$ cat src/rtl/mips_pkg.sv
// Shared MIPS core definitions: opcode/funct constants, nop encoding, forward selects.
package mips_pkg;

  localparam int unsigned DW  = 32;
  localparam int unsigned RW  = 5;
  localparam int unsigned OPW = 6;
  localparam int unsigned FNW = 6;

  localparam logic [OPW-1:0] OP_RTYPE = 6'h00;
  localparam logic [OPW-1:0] OP_BEQ   = 6'h04;
  localparam logic [OPW-1:0] OP_BNE   = 6'h05;
  localparam logic [OPW-1:0] OP_LUI   = 6'h0F;
  localparam logic [OPW-1:0] OP_LW    = 6'h23;
  localparam logic [OPW-1:0] OP_SB    = 6'h28;
  localparam logic [OPW-1:0] OP_SH    = 6'h29;
  localparam logic [OPW-1:0] OP_SW    = 6'h2B;

  localparam logic [FNW-1:0] F_SLL = 6'h00;
  localparam logic [FNW-1:0] F_SRL = 6'h02;
  localparam logic [FNW-1:0] F_SRA = 6'h03;

  // sll $0,$0,0 : all-zero opcode and ALU_control
  localparam logic [OPW-1:0] NOP_OPCODE = OP_RTYPE;
  localparam logic [FNW-1:0] NOP_FUNCT  = F_SLL;

  // Operand source select
  typedef enum logic [1:0] {
    FWD_ID  = 2'd0,
    FWD_EX  = 2'd1,
    FWD_MEM = 2'd2
  } fwd_sel_e;

endpackage

$ cat src/rtl/hazard_unit.sv
// Source-use decode, stall generation and forward-select encoding for ID->EX.
// Optional macro ID_EX_FORWARD_EN: forwarding with load-use-only stalls;
// otherwise stall on any live EX/MEM producer of a used source.
module hazard_unit
  import mips_pkg::*;
#(
  parameter int unsigned RW = 5
) (
  input  logic          id_valid,
  input  logic [5:0]    id_opcode,
  input  logic [5:0]    id_funct,
  input  logic [RW-1:0] id_rs,
  input  logic [RW-1:0] id_rt,
  input  logic          ex_valid,
  input  logic          ex_reg_write,
  input  logic          ex_mem_read,
  input  logic [RW-1:0] ex_dest,
  input  logic          mem_reg_write,
  input  logic [RW-1:0] mem_rd,
  input  logic          flush,
  output logic          stall_c,
  output fwd_sel_e      rs_sel_c,
  output fwd_sel_e      rt_sel_c
);

  logic uses_rs, uses_rt;
  logic rs_ex_match, rt_ex_match;
  logic rs_mem_hit, rt_mem_hit;

  // Which source registers the ID instruction actually reads
  always_comb begin
    uses_rs = 1'b1;
    uses_rt = 1'b0;
    if (id_opcode == OP_RTYPE) begin
      uses_rt = 1'b1;
      if (id_funct inside {F_SLL, F_SRL, F_SRA}) uses_rs = 1'b0;
    end else if (id_opcode == OP_LUI) begin
      uses_rs = 1'b0;
    end else if (id_opcode inside {OP_BEQ, OP_BNE, OP_SB, OP_SH, OP_SW}) begin
      uses_rt = 1'b1;
    end
  end

  // Source matches against EX and MEM destinations ($0 never matches)
  always_comb begin
    rs_ex_match = uses_rs && ex_valid && (ex_dest != '0) && (ex_dest == id_rs);
    rt_ex_match = uses_rt && ex_valid && (ex_dest != '0) && (ex_dest == id_rt);
    rs_mem_hit  = uses_rs && mem_reg_write && (mem_rd != '0) && (mem_rd == id_rs);
    rt_mem_hit  = uses_rt && mem_reg_write && (mem_rd != '0) && (mem_rd == id_rt);
  end

`ifdef ID_EX_FORWARD_EN
  // Load-use stall; otherwise pick the youngest producer per operand
  always_comb begin
    stall_c  = id_valid && !flush && ex_mem_read && (rs_ex_match || rt_ex_match);
    rs_sel_c = FWD_ID;
    rt_sel_c = FWD_ID;
    if (rs_ex_match && ex_reg_write && !ex_mem_read) rs_sel_c = FWD_EX;
    else if (rs_mem_hit)                             rs_sel_c = FWD_MEM;
    if (rt_ex_match && ex_reg_write && !ex_mem_read) rt_sel_c = FWD_EX;
    else if (rt_mem_hit)                             rt_sel_c = FWD_MEM;
  end
`else
  logic unused_mem_read;
  assign unused_mem_read = ex_mem_read;

  // Hold ID until every producer of a used source has reached WB
  always_comb begin
    stall_c  = id_valid && !flush &&
               ((ex_reg_write && (rs_ex_match || rt_ex_match)) || rs_mem_hit || rt_mem_hit);
    rs_sel_c = FWD_ID;
    rt_sel_c = FWD_ID;
  end
`endif

endmodule

$ cat src/rtl/id_ex_stage.sv
// ID/EX pipeline register feeding the 32-bit ALU, with hazard resolution.
// Optional macro ID_EX_FORWARD_EN enables capture-time forwarding.
module id_ex_stage
  import mips_pkg::*;
#(
  parameter int unsigned DW = 32,
  parameter int unsigned RW = 5
) (
  input  logic          clk,
  input  logic          reset,
  input  logic          id_valid,
  input  logic [5:0]    id_opcode,
  input  logic [5:0]    id_funct,
  input  logic [4:0]    id_shamt,
  input  logic [15:0]   id_imm,
  input  logic [RW-1:0] id_rs,
  input  logic [RW-1:0] id_rt,
  input  logic [RW-1:0] id_rd,
  input  logic [DW-1:0] id_rs_data,
  input  logic [DW-1:0] id_rt_data,
  input  logic          id_reg_write,
  input  logic          id_mem_read,
  input  logic [DW-1:0] alu_result,
  input  logic          mem_reg_write,
  input  logic [RW-1:0] mem_rd,
  input  logic [DW-1:0] mem_data,
  input  logic          flush,
  output logic          ex_valid,
  output logic [5:0]    ex_opcode,
  output logic [5:0]    ex_alu_control,
  output logic [4:0]    ex_shamt,
  output logic [15:0]   ex_immediate,
  output logic [DW-1:0] ex_rs_content,
  output logic [DW-1:0] ex_rt_content,
  output logic [RW-1:0] ex_dest,
  output logic          ex_reg_write,
  output logic          ex_mem_read,
  output logic          stall_id
);

  fwd_sel_e      rs_sel_c, rt_sel_c;
  logic [DW-1:0] rs_op_c, rt_op_c;
  logic [RW-1:0] id_dest_c;
  logic          bubble_c;

  hazard_unit #(.RW(RW)) u_hazard (
    .id_valid      (id_valid),
    .id_opcode     (id_opcode),
    .id_funct      (id_funct),
    .id_rs         (id_rs),
    .id_rt         (id_rt),
    .ex_valid      (ex_valid),
    .ex_reg_write  (ex_reg_write),
    .ex_mem_read   (ex_mem_read),
    .ex_dest       (ex_dest),
    .mem_reg_write (mem_reg_write),
    .mem_rd        (mem_rd),
    .flush         (flush),
    .stall_c       (stall_id),
    .rs_sel_c      (rs_sel_c),
    .rt_sel_c      (rt_sel_c)
  );

  // Destination field and bubble decision
  always_comb begin
    id_dest_c = (id_opcode == OP_RTYPE) ? id_rd : id_rt;
    bubble_c  = flush || stall_id || !id_valid;
  end

`ifdef ID_EX_FORWARD_EN
  // Operand forwarding muxes
  always_comb begin
    rs_op_c = id_rs_data;
    rt_op_c = id_rt_data;
    case (rs_sel_c)
      FWD_EX:  rs_op_c = alu_result;
      FWD_MEM: rs_op_c = mem_data;
      default: rs_op_c = id_rs_data;
    endcase
    case (rt_sel_c)
      FWD_EX:  rt_op_c = alu_result;
      FWD_MEM: rt_op_c = mem_data;
      default: rt_op_c = id_rt_data;
    endcase
  end
`else
  logic unused_fwd;
  assign unused_fwd = ^{alu_result, mem_data, 2'(rs_sel_c), 2'(rt_sel_c)};

  // Operands always come straight from the register file
  always_comb begin
    rs_op_c = id_rs_data;
    rt_op_c = id_rt_data;
  end
`endif

  // Pipeline register: capture, bubble (data held) or reset
  always_ff @(posedge clk) begin
    if (reset) begin
      ex_valid       <= 1'b0;
      ex_opcode      <= NOP_OPCODE;
      ex_alu_control <= NOP_FUNCT;
      ex_shamt       <= '0;
      ex_immediate   <= '0;
      ex_rs_content  <= '0;
      ex_rt_content  <= '0;
      ex_dest        <= '0;
      ex_reg_write   <= 1'b0;
      ex_mem_read    <= 1'b0;
    end else if (bubble_c) begin
      ex_valid       <= 1'b0;
      ex_opcode      <= NOP_OPCODE;
      ex_alu_control <= NOP_FUNCT;
      ex_dest        <= '0;
      ex_reg_write   <= 1'b0;
      ex_mem_read    <= 1'b0;
    end else begin
      ex_valid       <= 1'b1;
      ex_opcode      <= id_opcode;
      ex_alu_control <= id_funct;
      ex_shamt       <= id_shamt;
      ex_immediate   <= id_imm;
      ex_rs_content  <= rs_op_c;
      ex_rt_content  <= rt_op_c;
      ex_dest        <= id_dest_c;
      ex_reg_write   <= id_reg_write;
      ex_mem_read    <= id_mem_read;
    end
  end

endmodule

$ cat config.mk
export PLATFORM = sky130hd
export DESIGN_NAME = id_ex_stage
export DESIGN_NICKNAME = d
export VERILOG_FILES = /design/src/rtl/mips_pkg.sv /design/src/rtl/hazard_unit.sv /design/src/rtl/id_ex_stage.sv
export SDC_FILE = /design/constraint.sdc
export NUM_CORES = 1
export LEC_CHECK = 0
export ABC_AREA = 1
export CORE_MARGIN = 2
export CORE_UTILIZATION = 35
export DETAILED_ROUTE_END_ITERATION = 10
export PLACE_DENSITY = 0.73
export SLEW_MARGIN = 0
export SYNTH_ARGS = -nofsm -noshare
export SYNTH_HDL_FRONTEND = slang
export SYNTH_SLANG_ARGS = --single-unit
$ cat constraint.sdc
create_clock -name clk -period 1.64 [get_ports clk]
set_input_delay 0.246 -clock clk [delete_from_list [all_inputs] [get_ports clk]]
set_output_delay 0.246 -clock clk [all_outputs]
set_load 0.02 [all_outputs]
==> flow_summary.toml <==
[sta]
finalSetupViolations = 105
post-route-min-period_ns = 1.92
max_freq_ghz = 0.521
layout_setup_ws_ns = -0.279
slew_violations = 0
final_hold_viol_count = 0
worst_pin_slew_ns = 0.297
max-slew-margin-rel_pct = 80.2
finClkSkew_ns = 0.00640
rsz0062_at_grt = "true"
period_share_pct = 117
tns_ns = -18.19

[finish]
drive_above_1_share_pct = 23.0
area_growth_pct = 80.3
register_area_um2 = 2120
antenna_cells = 0
nNetsFinal = 1333
fillers = 1287
finalInstanceArea_um2 = 9850
utilization_pct = 64.8
multiInputGateArea_um2 = 2650

[global_route]
grt_max_degree = 55
grt_pass1_wl_um = 28400
track_usage_pct = 21.9
grt_pass1_vias = 5601
grt_antenna_before_repair = 0
overflow = 0

[pwr]
powerDensity_nw_per_um2 = 707
ir_worst_vdd_mv = 0.502
leakage_nw = 4.94

[place]
port_buffers = 229
dpl_cell_area_um2 = 8180
hpwlAfterDp_um = 11400
routabilityCongestion = 0.889

[yosys]
ys.flop_type = "dfxtp_1"
synth_warnings = 0
synth_edf_count = 0
synth-seq-cells = 105
synth_cell_types = 26
synth-async-reset-ratio_pct = 0
syn_inst = 883
yosysSeqAreaShare_pct = 38.5
synth_area_um2 = 5460
syn_nets = 1071
avgSynthCellArea_um2 = 6.19

[critical_path]
critPathCaptureType = "primary output"
critPathKind = "reg -> out"
rr_startpoint = "ex_dest[4]"
worst_ep_arrival_time_ns = 1.67
cp_max_fo = 5
worstSetupStartpointType = "flop"
cp-startpoint = "ex_dest[0]"
crit_required_ns = 1.39

[clock_network]
root_buffer = "clkbuf_16"
clock_path_buffers = 2
h-tree-depth = 3
clkLatencyLatePin_ns = 0.35
clkTransAtPathRegs_ns = 0.07
cts_buffers = 9
cts_sinks = 105
cts_tree = "yes"

[die]
rows = 45
coreArea_um2 = 15200
die-area_um2 = 16600
start_util_pct = 35.9
io_pins = 294
fp.dieH_um = 129
die_x_um = 129

[detailed_routing]
routedWlPerCell_um = 15.0
vias = 6127
drc = 0
vias_per_cell = 4.58
initialDrtViolationCount = 410
drt_wl_total_um = 20100
drtPass1Iterations = 5
ant_nets = 0

[hold_path]
worstHoldPathType = "in -> reg"
hold_start = "id_funct[3]"

[status]
violations = "negative setup slack"
outcome = "complete, but fails checks"

[flow_run]
drv_cap = 0
## worst max-delay path: stages (launching register included)
cell and delay, ns:
dfxtp_4 0.36, or2_0 0.19, a21oi_1 0.13, nand3_1 0.09, nand2_1 0.09, nand2_2 0.07, nand2_2 0.10, inv_2 0.05
nor3_4 0.11, buf_6 0.14
## registers in the layout, summed over array words and instances (netlist names)
name,count
ex_opcode,6
ex_reg_write,1
ex_valid,1
ex_alu_control,6
ex_dest,5
ex_immediate,16
ex_shamt,5
ex_mem_read,1
ex_rt_content,32
ex_rs_content,32
## where the power goes
group | total (mW) | leakage (nW) | switching (mW) | internal, mW
Combinational | 2.02 | 3.93 | 0.993 | 1.02
Sequential | 2.79 | 0.868 | 0.0852 | 2.71
Clock | 2.16 | 0.138 | 1.00 | 1.16
Total | 6.97 | 4.94 | 2.08 | 4.89
## cells in the mapped netlist, drive strengths merged, types with 4 or more instances
cell type  instances  area (µm²)
xor2               5        43.8
xnor2              8        70.1
mux2               5        56.3
o21ai              4        20.0
nand4             88         566
nand2            199         752
dfxtp            105        2100
clkbuf            16        60.1
inv              289        1080
buf               30         171
nand3              6        35.0
nor2             122         468
## per-stage QoR
stage / hold WS (ns) / setup WS [ns] / std cells / total power [mW]
floorplan: 0.325 / 0.000794 / 883 / 3.64
global placement: 0.494 / -0.930 / 1288 / 4.44
detailed placement: 0.495 / -0.939 / 1288 / 4.46
CTS: 0.259 / -0.289 / 1332 / 6.78
global route: 0.223 / -0.434 / 1338 / 7.30
finish: 0.207 / -0.279 / 1338 / 6.97
## repair_timing
| item | in CTS | in global routing |
|---|---|---|
| endpoints found under the setup margin | 108 | 107 |
| hold buffers | 0 | 0 |
| gates cloned | 13 | 7 |
| pin swaps | 15 | 62 |
| buffers inserted | 15 | 5 |
| resized for setup | 88 | 206 |
## cell families (layout without fill, tap and decap cells)
group | count (synthesis) | in the layout | share of synthesized area [%]
compound gates | 7 | 7 | 0.664
simple gates | 418 | 418 | 33.7
xor+xnor | 13 | 13 | 2.08
flops | 105 | 105 | 38.5
buf+inv | 335 | 602 | 24.1
mux | 5 | 5 | 1.03
## cell type report
| class | count | area share (%) |
|---|---|---|
| Clock inverter | 3 | 0.241 |
| Multi-Input combinational cell | 443 | 26.9 |
| Sequential cell | 105 | 21.5 |
| Tap cell | 188 | 2.39 |
| Timing Repair Buffer | 297 | 35.2 |
| Clock buffer | 13 | 2.74 |
| Inverter | 289 | 11.1 |
## layer usage
metal | vias to the layer above | track usage, % | part of all wire, %
met2 | 240 | 37.3 | 48
met4 | 0 | 8.25 | 2.7
met1 | 2790 | 26.4 | 41
met3 | 34 | 6.07 | 8.0
li1 | 3063 | - | -
met5 | - | 0 | 0
## cells in the final DEF, fill, tap and decap left out, types with 13 or more instances in the layout
| master | Yosys | layout |
|---|---|---|
| clkbuf_16 | 0 | 15 |
| dlygate4sd2_1 | 0 | 20 |
| nand4_1 | 87 | 87 |
| nand2_2 | 2 | 22 |
| buf_12 | 0 | 20 |
| inv_2 | 18 | 56 |
| nand2_1 | 197 | 130 |
| buf_16 | 0 | 13 |
| buf_4 | 1 | 17 |
| clkdlybuf4s50_1 | 0 | 204 |
| nor2_4 | 1 | 17 |
| inv_1 | 271 | 231 |
| nor2_1 | 120 | 83 |
| nor2_2 | 1 | 22 |
| dfxtp_1 | 105 | 100 |
| nand2_4 | 0 | 47 |
## path summary, 6_finish.rpt
check / end / slack [ns] / cells after the start
setup / recovery: stall_id / -0.28 / 9
setup reg to reg: ex_mem_read / -0.26 / 15
hold / removal: ex_alu_control[3] / 0.21 / 3
hold reg to reg: ex_rs_content[12] / 0.51 / 4
No activity file was read; power rests on OpenSTA's default activity.
